==> config.mk <==
export PLATFORM = sky130hd
export DESIGN_NAME = envelope_gain
export DESIGN_NICKNAME = d
export VERILOG_FILES = /design/src/rtl/envelope_gain_pkg.sv /design/src/rtl/envelope_gain_env_ramp.sv /design/src/rtl/envelope_gain.sv
export SDC_FILE = /design/constraint.sdc
export NUM_CORES = 1
export LEC_CHECK = 0
export CAP_MARGIN = 10
export CORE_AREA = 2 2 164 166
export CTS_BUF_LIST = sky130_fd_sc_hd__clkbuf_8
export DETAILED_ROUTE_END_ITERATION = 7
export DIE_AREA = 0 0 166 168
export PLACE_DENSITY = 0.79
export SETUP_SLACK_MARGIN = 0.15
export SLEW_MARGIN = 20
export SYNTH_ARGS = -nofsm -noshare
export SYNTH_HDL_FRONTEND = slang
export SYNTH_SLANG_ARGS = --single-unit
==> constraint.sdc <==
create_clock -name clk_i -period 6.9 [get_ports clk_i]
set_input_delay 1.38 -clock clk_i [delete_from_list [all_inputs] [get_ports clk_i]]
set_output_delay 1.38 -clock clk_i [all_outputs]
set_load 0.1 [all_outputs]
==> src/rtl/envelope_gain_pkg.sv <==
// Shared types and default sizing for the envelope gain stage.
package envelope_pkg;

    // Envelope phase. The numeric values are visible on state_o.
    typedef enum logic [1:0] {
        IDLE    = 2'd0,
        ATTACK  = 2'd1,
        SUSTAIN = 2'd2,
        RELEASE = 2'd3
    } env_state_e;

    localparam int DATA_WIDTH_DEF   = 24;
    localparam int GAIN_WIDTH_DEF   = 16;
    localparam int ATTACK_STEP_DEF  = 64;
    localparam int RELEASE_STEP_DEF = 16;

endpackage

==> src/rtl/envelope_gain_env_ramp.sv <==
// Gain/state register with saturating attack and release steps.
// It advances only on a stereo-frame boundary, so both channels of a
// frame always see the same gain.
//
// state   | meaning
// --------+-----------------------------------------------
// IDLE    | gain is 0, output silenced
// ATTACK  | gate held, gain rising toward full scale
// SUSTAIN | gate held, gain pinned at full scale
// RELEASE | gate released, gain falling toward 0
module env_ramp
    import envelope_pkg::*;
#(
    parameter int gain_width_p   = GAIN_WIDTH_DEF,
    parameter int attack_step_p  = ATTACK_STEP_DEF,
    parameter int release_step_p = RELEASE_STEP_DEF
) (
    input  logic                    clk_i,
    input  logic                    reset_i,
    input  logic                    boundary_i,
    input  logic                    gate_i,
    output logic [gain_width_p-1:0] gain_o,
    output env_state_e              state_o
);

    // One extra bit on the attack sum so saturation is visible before wrap.
    localparam logic [gain_width_p:0]   attack_w_lp  = (gain_width_p+1)'(attack_step_p);
    localparam logic [gain_width_p:0]   max_w_lp     = {1'b0, {gain_width_p{1'b1}}};
    localparam logic [gain_width_p-1:0] release_n_lp = gain_width_p'(release_step_p);

    logic [gain_width_p-1:0] gain_q, gain_d;
    env_state_e              state_q, state_d;
    logic [gain_width_p:0]   up_sum;
    logic [gain_width_p-1:0] down_diff;

    // Next gain and phase, evaluated from the gate seen at the boundary beat.
    always_comb begin
        up_sum    = {1'b0, gain_q} + attack_w_lp;
        down_diff = gain_q - release_n_lp;
        gain_d    = gain_q;
        state_d   = state_q;
        if (boundary_i) begin
            if (gate_i) begin
                if (up_sum >= max_w_lp) begin
                    gain_d  = {gain_width_p{1'b1}};
                    state_d = SUSTAIN;
                end else begin
                    gain_d  = up_sum[gain_width_p-1:0];
                    state_d = ATTACK;
                end
            end else begin
                // Compare before subtracting so the floor at 0 never wraps.
                if (gain_q <= release_n_lp) begin
                    gain_d  = '0;
                    state_d = IDLE;
                end else begin
                    gain_d  = down_diff;
                    state_d = RELEASE;
                end
            end
        end
    end

    // Gain and phase registers.
    always_ff @(posedge clk_i) begin
        if (reset_i) begin
            gain_q  <= '0;
            state_q <= IDLE;
        end else begin
            gain_q  <= gain_d;
            state_q <= state_d;
        end
    end

    assign gain_o  = gain_q;
    assign state_o = state_q;

endmodule

==> src/rtl/envelope_gain.sv <==
// Envelope stage between the tone generator and the I2S transmitter.
// A single output register carries the scaled sample; the multiplier
// sits in front of it so nothing on s_* reaches m_* combinationally.
module envelope_gain
    import envelope_pkg::*;
#(
    parameter int data_width_p   = DATA_WIDTH_DEF,
    parameter int gain_width_p   = GAIN_WIDTH_DEF,
    parameter int attack_step_p  = ATTACK_STEP_DEF,
    parameter int release_step_p = RELEASE_STEP_DEF
) (
    input  logic                    clk_i,
    input  logic                    reset_i,
    input  logic                    gate_i,
    input  logic [data_width_p-1:0] s_data_i,
    input  logic                    s_valid_i,
    output logic                    s_ready_o,
    input  logic                    s_last_i,
    output logic [data_width_p-1:0] m_data_o,
    output logic                    m_valid_o,
    input  logic                    m_ready_i,
    output logic                    m_last_o,
    output logic [gain_width_p-1:0] gain_o,
    output logic [1:0]              state_o
);

    localparam int prod_width_lp = data_width_p + gain_width_p + 1;

    logic                           accept;
    logic                           frame_boundary;
    logic [gain_width_p-1:0]        gain_cur;
    env_state_e                     env_state;
    logic signed [prod_width_lp-1:0] data_ext;
    logic signed [prod_width_lp-1:0] gain_ext;
    logic signed [prod_width_lp-1:0] product;

    logic [data_width_p-1:0] m_data_q, m_data_d;
    logic                    m_valid_q, m_valid_d;
    logic                    m_last_q, m_last_d;

    // Ready is held low during reset so nothing is accepted into a register being cleared.
    assign s_ready_o      = ~reset_i & (~m_valid_q | m_ready_i);
    assign accept         = s_valid_i & s_ready_o;
    assign frame_boundary = accept & s_last_i;

    // The boundary beat itself is scaled with the gain in effect before the update.
    env_ramp #(
        .gain_width_p   (gain_width_p),
        .attack_step_p  (attack_step_p),
        .release_step_p (release_step_p)
    ) u_env_ramp (
        .clk_i      (clk_i),
        .reset_i    (reset_i),
        .boundary_i (frame_boundary),
        .gate_i     (gate_i),
        .gain_o     (gain_cur),
        .state_o    (env_state)
    );

    // Gain is treated as a positive signed value; the product cannot overflow.
    always_comb begin
        data_ext = prod_width_lp'(signed'(s_data_i));
        gain_ext = prod_width_lp'(signed'({1'b0, gain_cur}));
        product  = data_ext * gain_ext;
    end

    // Output register: load on accept, drain when the sink takes the beat.
    always_comb begin
        m_data_d  = m_data_q;
        m_last_d  = m_last_q;
        m_valid_d = m_valid_q;
        if (accept) begin
            m_data_d  = data_width_p'(product >>> gain_width_p);
            m_last_d  = s_last_i;
            m_valid_d = 1'b1;
        end else if (m_ready_i) begin
            m_valid_d = 1'b0;
        end
    end

    // Output register flops; reset drops any beat in flight.
    always_ff @(posedge clk_i) begin
        if (reset_i) begin
            m_data_q  <= '0;
            m_last_q  <= 1'b0;
            m_valid_q <= 1'b0;
        end else begin
            m_data_q  <= m_data_d;
            m_last_q  <= m_last_d;
            m_valid_q <= m_valid_d;
        end
    end

    assign m_data_o  = m_data_q;
    assign m_last_o  = m_last_q;
    assign m_valid_o = m_valid_q;
    assign gain_o    = gain_cur;
    assign state_o   = env_state;

endmodule

==> impl_metrics.csv <==
group,metric,value,unit
detailed_routing,drtPass1Iterations,5,
synth,synth.net_count,2185,
synth,synth_area_leaders,"fa_1, inv_1, ha_1",
synth,postSynthAreaPerCell,8.724,µm²
global_routing,grt_max_degree,48,
die,rows,60,
synth,syn-instance-count,1704,
critical_path,critPathRequiredTime,7130,ps
detailed_routing,viasPerCell,5.501,
timing,post-route-period-util,100.2,%
clock_network,clkLatencyLatePin,290,ps
critical_path,endpoint_kind,"register",
placement,portBuffers,74,
global_routing,grt_use_total,30.91,%
die,die_y,168,µm
worst_hold_path,hp-start,"m_data_o[8]",
critical_path,regToRegStartpoint,"u_env_ramp.gain_o[6]",
synth,synth_seq_cells,41,
detailed_routing,post-route-drc-count,0,
clock_network,clk_pin_slew_worst_paths,80,ps
clock_network,postCtsHoldBufs,0,
detailed_routing,ant_nets,0,
synth,synth.top_cell.area_share,47.00,%
die,core,0.02635,mm²
clock_network,cts_buffers,5,
timing,fmax,0.1447,GHz
placement,routabilityCongestion,0.8986,
timing,tightest_slew,1191,ps
synth,synth_largest_area_cell,"fa_1",
timing,rsz0062_at_grt,"true",
timing,fin_ws,-10.99,ps
synth,ys_seq_area_share,5.521,%
final_layout,drive_above_1_share,20.07,%
die,start_util,56.42,%
critical_path,critPathLaunchType,"input port",
timing,setup_viol,1,
die,design.die.area,0.02789,mm²
placement,pre_cts_ws,-583.2,ps
worst_hold_path,worstHoldPathCells,2,
critical_path,cp_max_fo,5,
global_routing,antenna_found_initial,0,
clock_network,clock_sinks,41,
timing,slew_headroom,20.46,%
worst_hold_path,hold_end,"m_data_o[8]",
final_layout,n_fill_cell,1877,
timing,finClkSkew,2.916,ps
outcome,outcome,"finished, violations left",
outcome,failed_checks,"negative setup slack",
power_and_ir_drop,power,1.305,mW
final_layout,nets,2389,
worst_hold_path,hp-class,"register to register",
critical_path,r2r-end,"m_data_o[20]",
synth,synth_ff_type,"dfxtp_1",
power_and_ir_drop,ir_worst_vdd,0.1511,mV
die,die_w,166,µm
synth,yosysWarnings,0,
detailed_routing,wl_per_cell,19.09,µm
synth,synth_area,0.01487,mm²
run,maxCapViolations,0,
timing,layout_min_cycle_time,6911,ps
critical_path,ff2ff_path_depth,20,
final_layout,area_growth,21.87,%
clock_network,cts_tree,"built",
synth,synth_edf_count,0,
power_and_ir_drop,power_density,72.03,mW/mm²
global_routing,grt_pass1_wl,68160,µm
synth,synth_commonest_cells,"inv_1, fa_1, nand2_1, and2_1, ha_1",
critical_path,crit_type,"input port to register",
global_routing,overflow,0,
global_routing,grt_pass1_vias,13790,
power_and_ir_drop,p_leak,9.648,nW
timing,hold_violations,0,
clock_network,cts-root-buf,"clkbuf_8",
critical_path,r2r_setup_slack,340,ps
clock_network,clockBufferDepth,2,
die,io_pins,75,
synth,yosysMostFrequentCell,"inv_1",
detailed_routing,vias,12380,
critical_path,crit_arrival,7150,ps
detailed_routing,drt-initial-drc-count,766,
synth,synth_cell_types,65,
placement,dpl.hpwl,32310,µm
detailed_routing,routed_wl,42960,µm
timing,slew_viol_final,0,
clock_network,cts-htree-levels,2,
synth,synthArstFlopShare,0,%
## per-stage QoR
stage	hold slack, ps	std cells	util, %	area, µm²	setup TNS [ps]
6_report	473.0	2250	68.75	18120	-10.99
4_1_cts	479.6	2238	67.22	17710	0
5_1_grt	498.9	2249	68.74	18110	-143.1
3_3_place_gp	460.8	2194	64.73	17060	-6905
3_5_place_dp	461.0	2194	64.73	17060	-9311
2_1_floorplan	891.7	1704	-	14880	0
## layout make-up
| type | count | area, µm² | area share, % |
|---|---|---|---|
| Multi-Input combinational cell | 1123 | 12470 | 68.83 |
| Timing Repair Buffer | 298 | 2653 | 14.64 |
| Inverter | 439 | 1650 | 9.110 |
| Sequential cell | 41 | 824.5 | 4.551 |
| Tap cell | 341 | 426.7 | 2.355 |
| Clock buffer | 6 | 82.58 | 0.4558 |
| Clock inverter | 1 | 7.507 | 0.04144 |
| Antenna cell | 1 | 2.502 | 0.01381 |
## repair_timing
| action | in CTS | in global routing |
|---|---|---|
| gates cloned | 4 | 0 |
| endpoints found under the setup margin | 20 | 20 |
| endpoints found under the hold margin | 0 | 0 |
| gates resized for setup | 141 | 111 |
| buffers inserted | 33 | 11 |
| pin swaps | 76 | 101 |
## cell usage in the layout (no fill, tap or decap), drive strengths merged, types with 45 or more instances in the layout
cell type / Yosys / routed
a21oi: 46 / 46
and2: 164 / 164
buf: 11 / 240
clkdlybuf4s50: 0 / 50
fa: 349 / 349
ha: 102 / 102
inv: 436 / 437
nand2: 182 / 182
nand3: 45 / 45
o21ai: 49 / 49
## report_power, final
group	switching, mW	internal (mW)	leakage, nW
registers	0.0243	0.255	0.335
logic	0.518	0.344	9.27
clock network	0.0849	0.0791	0.0433
total	0.627	0.677	9.65
## state kept, by name, summed over array words and instances (netlist names)
signal,flops
u_env_ramp.state_o,2
u_env_ramp.gain_o,13
m_data_o,24
m_valid_o,1
m_last_o,1
## worst max-delay path, stage by stage
cell	delay (ps)
buf_2	90
buf_6	120
buf_6	100
nand2_4	60
buf_6	130
buf_4	120
buf_4	130
buf_4	130
buf_4	120
buf_4	120
buf_4	130
buf_4	120
buf_4	130
buf_6	120
fa_1	530
inv_1	70
fa_1	490
fa_2	590
fa_1	490
ha_4	350
nand2_1	80
a21oi_1	220
nand3_1	170
o211ai_4	240
a21bo_4	240
o31ai_4	80
or4b_1	480
nand3_1	90
## layer usage
layer / global-route usage [%] / vias to the layer above / share of wire [%]
met3: 4.208 / 191 / 6.8
li1: - / 5421 / -
met2: 56.14 / 586 / 52
met4: 14.97 / 0 / 6.0
met5: 0 / - / 0
met1: 36.20 / 6180 / 36
## logic make-up (layout without fill, tap and decap cells)
| group | count (synthesis) | count (layout) | share of synthesized area, % |
|---|---|---|---|
| AOI/OAI and AO/OA | 159 | 159 | 6.893 |
| xor gates and xnor gates | 37 | 37 | 2.180 |
| adders and majority gates | 452 | 452 | 55.65 |
| buffers and inverters | 540 | 744 | 13.77 |
| DFF | 41 | 41 | 5.521 |
| other | 0 | 1 | 0 |
| and+or+nand+nor | 475 | 475 | 15.98 |
## worst max path at each step
stage / start / endpoint / slack [ps] / cells after the start
2_1_floorplan: s_data_i[16] / m_data_o[20] / 130 / 23
3_3_place_gp: s_data_i[15] / m_data_o[20] / -500 / 21
3_5_place_dp: s_data_i[15] / m_data_o[20] / -580 / 21
4_1_cts: s_data_i[16] / m_data_o[20] / 140 / 22
5_1_grt: s_data_i[14] / m_data_o[20] / -90 / 28
6_report: s_data_i[14] / m_data_o[20] / -10 / 28
Note: power is estimated with default switching activity, not from simulation.
